**src/rtl/pa_microcode.sv**
```systemverilog
// Shared microcode-store types: loader FSM states and frame constants.
package pa_microcode;

    typedef enum logic [3:0] {
        LS_IDLE,
        LS_ADDR_LO,
        LS_ADDR_HI,
        LS_CNT_LO,
        LS_CNT_HI,
        LS_DATA,
        LS_WRITE,
        LS_CHECK,
        LS_DONE
    } e_loader_state;

    localparam logic [7:0] LOADER_SYNC      = 8'hA5;
    localparam int         LOADER_HDR_BYTES = 4;

endpackage

```
**src/rtl/ucode_word_assembler.sv**
```systemverilog
// Collects CW_BYTES stream bytes into one control word, first byte ending up in bits [7:0].
module ucode_word_assembler #(
    parameter int CW_BYTES = 8
) (
    input  logic                    clk,
    input  logic                    arst,
    input  logic                    clr,
    input  logic                    shift_en,
    input  logic [7:0]              byte_in,
    output logic [8*CW_BYTES-1:0]   word_out,
    output logic                    word_full
);

    localparam int               IDX_W    = (CW_BYTES > 1) ? $clog2(CW_BYTES) : 1;
    localparam logic [IDX_W-1:0] LAST_IDX = IDX_W'(CW_BYTES - 1);

    logic [IDX_W-1:0]        byte_idx;
    logic [8*CW_BYTES+7:0]   shifted;

    // New bytes enter at the top and move down, so after CW_BYTES shifts the first one sits at [7:0].
    assign shifted   = {byte_in, word_out} >> 8;
    assign word_full = (byte_idx == LAST_IDX);

    always_ff @(posedge clk or posedge arst) begin
        if (arst) begin
            word_out <= '0;
            byte_idx <= '0;
        end else begin
            if (shift_en) begin
                word_out <= shifted[8*CW_BYTES-1:0];
            end
            if (clr) begin
                byte_idx <= '0;
            end else if (shift_en) begin
                byte_idx <= word_full ? '0 : byte_idx + 1'b1;
            end
        end
    end

endmodule

```
**src/rtl/microcode_store_loader.sv**
```systemverilog
// Loads framed control words from the boot link into the writable control store,
// holding the CPU while a frame is in flight and checking a trailing 8-bit checksum.
module microcode_store_loader
    import pa_microcode::*;
#(
    parameter int ADDR_W   = 14,
    parameter int CW_BYTES = 8
) (
    input  logic                    clk,
    input  logic                    arst,
    input  logic [7:0]              in_data,
    input  logic                    in_valid,
    output logic                    in_ready,
    input  logic                    abort,
    output logic                    cs_we,
    output logic [ADDR_W-1:0]       cs_addr,
    output logic [8*CW_BYTES-1:0]   cs_wdata,
    output logic                    cpu_hold,
    output logic                    busy,
    output logic                    done,
    output logic                    err
);

    localparam logic [ADDR_W-1:0] ADDR_MAX = '1;

    e_loader_state      state;
    e_loader_state      state_next;
    logic [ADDR_W-1:0]  addr;
    logic [15:0]        remaining;
    logic [7:0]         hdr_lo;
    logic [7:0]         sum;
    logic [7:0]         sum_next;
    logic [15:0]        hdr_word;
    logic               accept;
    logic               word_full;
    logic               last_word;
    logic               addr_overflow;

    assign accept        = in_valid & in_ready;
    assign hdr_word      = {in_data, hdr_lo};
    assign sum_next      = sum + in_data;
    assign last_word     = (remaining == 16'd1);
    assign addr_overflow = !last_word && (addr == ADDR_MAX);
    assign cs_addr       = addr;

    ucode_word_assembler #(.CW_BYTES(CW_BYTES)) u_asm (
        .clk      (clk),
        .arst     (arst),
        .clr      (abort || state == LS_IDLE),
        .shift_en (accept && !abort && state == LS_DATA),
        .byte_in  (in_data),
        .word_out (cs_wdata),
        .word_full(word_full)
    );

    always_ff @(posedge clk or posedge arst) begin
        if (arst) begin
            state <= LS_IDLE;
        end else begin
            state <= state_next;
        end
    end

    always_comb begin
        state_next = state;
        if (abort) begin
            state_next = LS_IDLE;
        end else begin
            case (state)
                LS_IDLE:    if (accept && in_data == LOADER_SYNC) state_next = LS_ADDR_LO;
                LS_ADDR_LO: if (accept) state_next = LS_ADDR_HI;
                LS_ADDR_HI: if (accept) state_next = LS_CNT_LO;
                LS_CNT_LO:  if (accept) state_next = LS_CNT_HI;
                LS_CNT_HI:  if (accept) state_next = (hdr_word == 16'd0) ? LS_CHECK : LS_DATA;
                LS_DATA:    if (accept && word_full) state_next = LS_WRITE;
                LS_WRITE: begin
                    if (last_word)          state_next = LS_CHECK;
                    else if (addr_overflow) state_next = LS_DONE;
                    else                    state_next = LS_DATA;
                end
                LS_CHECK:   if (accept) state_next = LS_DONE;
                LS_DONE:    state_next = LS_IDLE;
                default:    state_next = LS_IDLE;
            endcase
        end
    end

    always_comb begin
        in_ready = 1'b1;
        cs_we    = 1'b0;
        cpu_hold = 1'b1;
        busy     = 1'b1;
        done     = 1'b0;
        case (state)
            LS_IDLE: begin
                cpu_hold = 1'b0;
                busy     = 1'b0;
            end
            LS_WRITE: begin
                in_ready = 1'b0;
                cs_we    = 1'b1;
            end
            LS_DONE: begin
                in_ready = 1'b0;
                done     = 1'b1;
                cpu_hold = 1'b0;
            end
            default: ;
        endcase
    end

    // Header capture, address/word counters and the running checksum over every byte after SYNC.
    always_ff @(posedge clk or posedge arst) begin
        if (arst) begin
            addr      <= '0;
            remaining <= '0;
            hdr_lo    <= '0;
            sum       <= '0;
            err       <= 1'b0;
        end else if (abort) begin
            if (state != LS_IDLE) err <= 1'b1;
        end else begin
            case (state)
                LS_IDLE: if (accept && in_data == LOADER_SYNC) begin
                    err <= 1'b0;
                    sum <= '0;
                end
                LS_ADDR_LO, LS_CNT_LO: if (accept) begin
                    hdr_lo <= in_data;
                    sum    <= sum_next;
                end
                LS_ADDR_HI: if (accept) begin
                    addr <= hdr_word[ADDR_W-1:0];
                    sum  <= sum_next;
                end
                LS_CNT_HI: if (accept) begin
                    remaining <= hdr_word;
                    sum       <= sum_next;
                end
                LS_DATA: if (accept) sum <= sum_next;
                LS_WRITE: begin
                    addr      <= addr + 1'b1;
                    remaining <= remaining - 16'd1;
                    if (addr_overflow) err <= 1'b1;
                end
                LS_CHECK: if (accept) begin
                    sum <= sum_next;
                    if (sum_next != 8'd0) err <= 1'b1;
                end
                default: ;
            endcase
        end
    end

endmodule
```
**config.mk**
```make
export PLATFORM = sky130hd
export DESIGN_NAME = microcode_store_loader
export DESIGN_NICKNAME = d
export VERILOG_FILES = /design/src/rtl/pa_microcode.sv /design/src/rtl/ucode_word_assembler.sv /design/src/rtl/microcode_store_loader.sv
export SDC_FILE = /design/constraint.sdc
export NUM_CORES = 1
export LEC_CHECK = 0
export BUFFER_PORTS_ARGS = -buffer_cell sky130_fd_sc_hd__buf_2
export CELL_PAD_IN_SITES_DETAIL_PLACEMENT = 1
export CELL_PAD_IN_SITES_GLOBAL_PLACEMENT = 2
export CORE_UTILIZATION = 25
export DETAILED_ROUTE_END_ITERATION = 10
export HOLD_SLACK_MARGIN = 0.03
export MAX_ROUTING_LAYER = met4
export PLACE_DENSITY_LB_ADDON = 0.1
export SYNTH_ARGS = -nofsm -noshare
export SYNTH_HDL_FRONTEND = slang
export SYNTH_SLANG_ARGS = --single-unit
```
**constraint.sdc**
```tcl
create_clock -name clk -period 3.2 [get_ports clk]
set_clock_uncertainty 0.05 [all_clocks]
set_input_delay 0.32 -clock clk [delete_from_list [all_inputs] [get_ports clk]]
set_output_delay 0.32 -clock clk [all_outputs]
set_load 0.01 [all_outputs]
```
==> out/metrics.cfg, run 1 <==
[drt]
wl_per_cell_um = 17.4
drt_wl_total_um = 18900
viasPerCell = 4.76
drt_pre_antenna_iters = 4
first_iter_violations = 241
drcViolationCount = 0
vias = 5154
antenna_left = 0

[critical_path]
endpoint_kind = primary output
crit_path_max_fanout = 24
crit_type = register to primary output
start_kind = register
cp.required_ns = 2.83
cp.arrival_ns = 2.30

[power]
irDropWorstVdd_mv = 0.316
p_leak_nw = 3.70
p_per_area_nw_per_um2 = 786
p_total_mw = 5.74

[timing]
slew_viol_final = 0
hold_violations = 0
worst_slew_pin_slew_ns = 1.25
tns_ns = 0
fin_crit_sh = 0.835
fin_crit_ns = 2.67
whs_ns = 0.0246
maxSlewHeadroom = 0.159
finalSetupViolations = 0
timing.fmax_mhz = 374
rsz0062_at_grt = no

[layout]
final_area_um2 = 7300
area_growth_pct = 24.3
drive_gt1_frac = 0.226
diodes = 0
layout.nets = 782

[yosys]
ys.flop_type = dfrtp_1
syn-num-nets = 692
avgSynthCellArea_um2 = 8.80
synthMuxAreaShare = 0.0341
synth-simple-area-share = 0.262
synth_xor_area_frac = 0.0104
synth_seq_area_share = 0.503
synthAdderAreaFrac = 0.0290
synth-seq-cells = 118
synth_edf_count = 0
synth_top_family_by_area = simple AND/OR/NAND/NOR gates
async_reset_ff_frac = 1.00
yosysWarnings = 0
netlist_instances = 667
synth.distinct_cells = 65
synth_area_um2 = 5870
synth-compound-area-share = 0.124

[die]
start_util = 0.257
io_pins = 96
coreArea_um2 = 22800
dieArea_um2 = 24100
die_y_um = 155
rows = 55
chipWidth_um = 155

[clock_network]
post_cts.repair.setup_buffers = 0
cts.sinks = 118
hold_buffers = 0
cts-root-buf = clkbuf_16
post_cts_resize_count = 0
cts_buffer_depth = 2
cts.clk_slew.worst_paths_ns = 0.06
cts_max_level = 4
cts_buffers = 17
clk_latency_ns = 0.42
cts_tree = built

[placement]
port_buffers = 95
dp_hpwl_um = 13000
place.gp.congestion = 0.813
place_area_um2 = 6680

[grt]
grt_pass1_vias = 5461
grt_pass1_wl_um = 30600
grt.total_usage = 0.170
antenna_found_initial = 0
grt_max_degree = 68
overflow = 0

[run_status]
status = finished, final reports clean

[run]
max_cap_violations = 0

[min_path]
hold_class = primary input to async pin

## logic make-up after synthesis
group	count (synthesis)
flip-flops	118
adder cells (fa/ha/maj)	13
buffers and inverters	45
AO/OA/AOI/OAI	116
XOR/XNOR	7
multiplexers	18
AND/OR/NAND/NOR	350
## registers in the layout, indices dropped and copies added (netlist names)
name,count
cs_addr,14
sum,8
u_asm.byte_idx,3
state,4
err,1
remaining,16
u_asm.word_out,64
hdr_lo,8
## metal layers
metal / vias up / track usage / wire length (um)
li1: 2452 / - / -
met1: 2602 / 0.214 / 8970
met2: 88 / 0.281 / 9130
met3: 12 / 0.0273 / 591
met4: 0 / 0.0486 / 191
met5: - / - / 0
## report_power, final
part | internal [mW] | switching, mW | leakage (nW)
registers | 1.77 | 0.345 | 1.59
clock network | 1.24 | 0.777 | 0.299
logic | 0.663 | 0.938 | 1.81
## critical path: stages (launching register included)
cell and delay [ns]:
dfrtp_1 0.69, nand2b_1 0.19, or2_1 0.29, clkinv_2 0.27, buf_4 0.28, buf_2 0.16
## path summary, 6_finish.rpt
kind	startpoint	to	cells after the start	slack [ns]
max	state[1]	cs_we	5	0.53
min	arst	u_asm.word_out[4]	2	0.02
max reg2reg	state[2]	cs_addr[0]	5	0.84
min reg2reg	u_asm.word_out[1]	u_asm.word_out[1]	2	0.42
max in group asynchronous	arst	u_asm.word_out[57]	3	2.35
min in group clk	in_data[6]	u_asm.word_out[62]	3	0.18
## layout make-up
| class | instances | area, um2 |
|---|---|---|
| Clock buffer | 17 | 425 |
| Clock inverter | 15 | 194 |
| Fill cell | 2706 | 15500 |
| Inverter | 11 | 46.3 |
| Multi-Input combinational cell | 504 | 2700 |
| Sequential cell | 118 | 2950 |
| Tap cell | 313 | 392 |
| Timing Repair Buffer | 105 | 588 |
## synthesized netlist by cell type (3+ instances only)
cell	number	area, um2
a21oi_1	32	160
a22o_1	4	35.0
a22oi_1	3	22.5
a2bb2oi_1	3	26.3
a31oi_1	6	37.5
and3_1	4	25.0
buf_2	19	95.1
buf_6	3	33.8
clkbuf_1	8	30.0
dfrtp_1	118	2950
ha_1	12	150
inv_1	10	37.5
mux2_2	16	180
nand2_1	225	845
nand2b_1	4	25.0
nand3_1	15	75.1
nand4_1	5	31.3
nor2_1	47	176
nor3_1	19	95.1
nor4_1	5	31.3
o21a_1	5	37.5
o21ai_0	27	135
o21ai_1	8	40.0
o21bai_1	3	22.5
o22a_1	3	26.3
o22ai_1	5	31.3
o32ai_1	3	26.3
xnor2_1	5	43.8
## layout by cell type, fill, tap and decap left out, types with 6 or more instances in the layout
master | netlist | routed
buf_4 | 2 | 7
nor2_1 | 47 | 47
a31oi_1 | 6 | 6
nand2_1 | 225 | 225
clkbuf_16 | 0 | 17
nor3_1 | 19 | 19
inv_1 | 10 | 9
o21ai_0 | 27 | 27
o21ai_1 | 8 | 8
buf_2 | 19 | 95
dfrtp_1 | 118 | 118
a21oi_1 | 32 | 32
clkinv_4 | 0 | 6
ha_1 | 12 | 12
mux2_2 | 16 | 16
nand3_1 | 15 | 15
## metrics by stage
step,cells,util,worst slack [ns]
after floorplan,667,-,1.08
after global placement,1051,0.292,0.719
after detailed placement,1051,0.292,0.717
after CTS,1083,0.319,0.503
after global routing,1083,0.319,0.368
final,1083,0.319,0.528
Note: power is estimated with default switching activity, not from simulation.
==> run 2: changes to the inputs <==
--- a/config.mk
+++ b/config.mk
@@ -5,6 +5,7 @@
 export SDC_FILE = /design/constraint.sdc
 export NUM_CORES = 1
 export LEC_CHECK = 0
+export ABC_AREA = 1
 export BUFFER_PORTS_ARGS = -buffer_cell sky130_fd_sc_hd__buf_2
 export CELL_PAD_IN_SITES_DETAIL_PLACEMENT = 1
 export CELL_PAD_IN_SITES_GLOBAL_PLACEMENT = 2
==> constraint.sdc (replaced) <==
create_clock -name clk -period 2.4 [get_ports clk]
set_clock_uncertainty 0.05 [all_clocks]
set_input_delay 0.24 -clock clk [delete_from_list [all_inputs] [get_ports clk]]
set_output_delay 0.24 -clock clk [all_outputs]
set_load 0.01 [all_outputs]
==> run 2 against run 1 <==
- combinational power is 110% higher
- via count rose by 5.6%
- critical path type unchanged
- flip-flop and latch count stayed put
- synthesized cell count up 15%
- critical endpoint unchanged
- critical path depth is the same
- cell count is 12% higher
- power increased by 59%
- worst setup slack got worse by 0.29 ns
- wire length up 1.3%
- die area grew 4.7%
- highest routed layer unchanged
==> out/metrics.cfg, run 2 <==
[run_status]
status = finished, final reports clean  ; unchanged

[timing]
hold_violations = 0  ; unchanged
fin_crit_ns = 2.16
finalSetupViolations = 0  ; unchanged
slew_viol_final = 0  ; unchanged
rsz0062_at_grt = no  ; unchanged
timing.fmax_mhz = 462
tns_ns = 0  ; unchanged
fin_crit_sh = 0.902
worst_slew_pin_slew_ns = 0.686  ; was 1.25 ns
maxSlewHeadroom = 0.543  ; was 0.159

[drt]
wl_per_cell_um = 15.8  ; was 17.4 um
vias = 5445  ; was 5154
drcViolationCount = 0  ; unchanged
drt_pre_antenna_iters = 7  ; was 4
viasPerCell = 4.49  ; was 4.76
antenna_left = 0  ; unchanged
first_iter_violations = 297  ; was 241
drt_wl_total_um = 19100  ; was 18900 um

[clock_network]
hold_buffers = 1  ; was 0
cts.sinks = 118  ; unchanged
clk_latency_ns = 0.42  ; about the same
cts-root-buf = clkbuf_16  ; unchanged
cts_buffers = 17  ; unchanged
cts.clk_slew.worst_paths_ns = 0.07  ; was 0.06 ns
cts_buffer_depth = 2  ; unchanged
cts_tree = built  ; unchanged
cts_max_level = 4  ; unchanged
post_cts_resize_count = 0  ; unchanged
post_cts.repair.setup_buffers = 0  ; unchanged

[min_path]
hold_class = primary input to register  ; was primary input to async pin
hold_start = in_data[2]
hold-path-endpoint = hdr_lo[2]
holdPathStages = 3

[die]
die_y_um = 159  ; was 155 um
rows = 57  ; was 55
coreArea_um2 = 24200  ; was 22800 um2
dieArea_um2 = 25200  ; was 24100 um2
start_util = 0.254  ; was 0.257
io_pins = 96  ; unchanged
chipWidth_um = 159  ; was 155 um

[yosys]
synth_area_um2 = 6150  ; was 5870 um2
synth_edf_count = 0  ; unchanged
yosysWarnings = 0  ; unchanged
netlist_instances = 769  ; was 667
synth_top_area_frac = 0.480  ; was 0.503
synth_top_area_cell = dfrtp_1  ; unchanged
avgSynthCellArea_um2 = 8.00  ; was 8.80 um2
syn-num-nets = 794  ; was 692
synth.distinct_cells = 41  ; was 65
async_reset_ff_frac = 1.00  ; unchanged
yosysMostFrequentCell = nand2_1  ; unchanged
ys.flop_type = dfrtp_1  ; unchanged
ys_top_cells_by_count = nand2_1, dfrtp_1, inv_1  ; was nand2_1, dfrtp_1, nor2_1
synth-seq-cells = 118  ; unchanged
synth_seq_area_share = 0.480  ; was 0.503
synth.area.top_cells = dfrtp_1, nand2_1, inv_1  ; was dfrtp_1, nand2_1, mux2_2

[placement]
place.gp.congestion = 0.760  ; was 0.813
port_buffers = 95  ; unchanged
dp_hpwl_um = 14000  ; was 13000 um

[critical_path]
ff2ff_setup_slack_ns = 0.35  ; was 0.84 ns
start_kind = register  ; unchanged
endpoint_kind = primary output  ; unchanged
reg2reg_from = sum[0]  ; was state[2]
cp.arrival_ns = 1.87  ; was 2.30 ns
r2r-end = err  ; was cs_addr[0]
crit_type = register to primary output  ; unchanged
rr_worst_depth = 14  ; was 5
crit_path_max_fanout = 29  ; was 24
cp.required_ns = 2.11  ; was 2.83 ns

[grt]
antenna_found_initial = 0  ; unchanged
grt_max_degree = 119  ; was 68
grt_pass1_wl_um = 31500  ; was 30600 um
grt_pass1_vias = 5719  ; was 5461
grt.total_usage = 0.162  ; was 0.170
overflow = 0  ; unchanged

[layout]
area_growth_pct = 23.7  ; was 24.3%
layout.nets = 901  ; was 782
n_fill_cell = 2972  ; was 2706
layout_commonest_cell = nand2_1  ; unchanged
largest_register_ffs = 64  ; unchanged
final_cell_mix = nand2_1, dfrtp_1, buf_2, inv_1, nor2_1  ; was nand2_1, dfrtp_1, buf_2, nor2_1, a21oi_1
top_register = u_asm.word_out  ; unchanged
diodes = 0  ; unchanged
drive_gt1_frac = 0.205  ; was 0.226

[power]
p_leak_nw = 3.82  ; was 3.70 nW
irDropWorstVdd_mv = 0.368  ; was 0.316 mV
p_per_area_nw_per_um2 = 1200  ; was 786 nW/um2
p_total_mw = 9.15  ; was 5.74 mW

[run]
max_cap_violations = 0  ; unchanged

-- run 2: cell types whose count changed after synthesis, moves of 6 or more --
| cell | before | now |
|---|---|---|
| inv_1 | 10 | 88 |
| o21ai_0 | 27 | 61 |
| nand3_1 | 15 | 48 |
| o21ai_1 | 8 | 34 |
| nand2_1 | 225 | 201 |
| nor2_1 | 47 | 68 |
| mux2_2 | 16 | 0 |
| nor3_1 | 19 | 7 |
| o21ai_2 | 0 | 9 |
| inv_2 | 0 | 7 |
| a21oi_1 | 32 | 26 |
-- run 2: worst max-delay path by stage --
stage | from | endpoint | slack, ns
2_1_floorplan | sum[0] | err | 0.54
3_3_place_gp | in_data[0] | err | 0.34
3_5_place_dp | in_data[0] | err | 0.32
4_1_cts | state[0] | cs_we | 0.20
5_1_grt | state[0] | cs_we | 0.14
6_report | state[0] | cs_we | 0.24
-- run 2: metrics by stage --
| stage | worst slack, ns | utilization | hold slack, ns | instance area, um2 | instances |
|---|---|---|---|---|---|
| finish | 0.236 | 0.314 | 0.0812 | 7610 | 1213 |
| floorplan | 0.543 | - | 0.311 | 6150 | 769 |
| global route | 0.136 | 0.314 | 0.0968 | 7610 | 1213 |
| CTS | 0.200 | 0.314 | 0.0592 | 7610 | 1213 |
| detailed placement | 0.319 | 0.290 | 0.416 | 7020 | 1180 |
| global placement | 0.341 | 0.290 | 0.419 | 7020 | 1180 |
-- run 2: logic make-up after synthesis --
logic type      Yosys count  share of synthesized area
compound gates          152                      0.141
simple gates            356                      0.252
flops                   118                      0.480
xor+xnor                  9                     0.0128
fa+ha+maj                13                     0.0277
buf+inv                 121                     0.0862
-- run 2: layer usage --
| metal | global-route usage | vias to the layer above | part of all wire |
|---|---|---|---|
| li1 | - | 2717 | - |
| met1 | 0.218 | 2646 | 0.50 |
| met2 | 0.254 | 75 | 0.47 |
| met3 | 0.0287 | 7 | 0.026 |
| met4 | 0.0385 | 0 | 0.0074 |
| met5 | - | - | 0 |
-- run 2: worst max-delay path, stage by stage, from the launching register on --
cell     delay [ns]
dfrtp_1        0.45
nor2_4         0.23
nand2_2        0.14
inv_2          0.08
buf_4          0.34
buf_2          0.20
-- run 2: power by group --
part / switching [mW] / leakage (nW) / internal (mW)
Combinational: 2.12 / 2.11 / 1.24
Clock: 1.14 / 0.280 / 1.39
Sequential: 0.592 / 1.43 / 2.68
-- run 2: cell type report --
class,instances,area [um2],area share
clock buffer,17,425,0.0559
clock inverter,15,151,0.0199
inverter,95,360,0.0474
multi-input combinational,530,2670,0.351
sequential,118,2950,0.388
tap,324,405,0.0533
timing repair buffer,114,646,0.0849
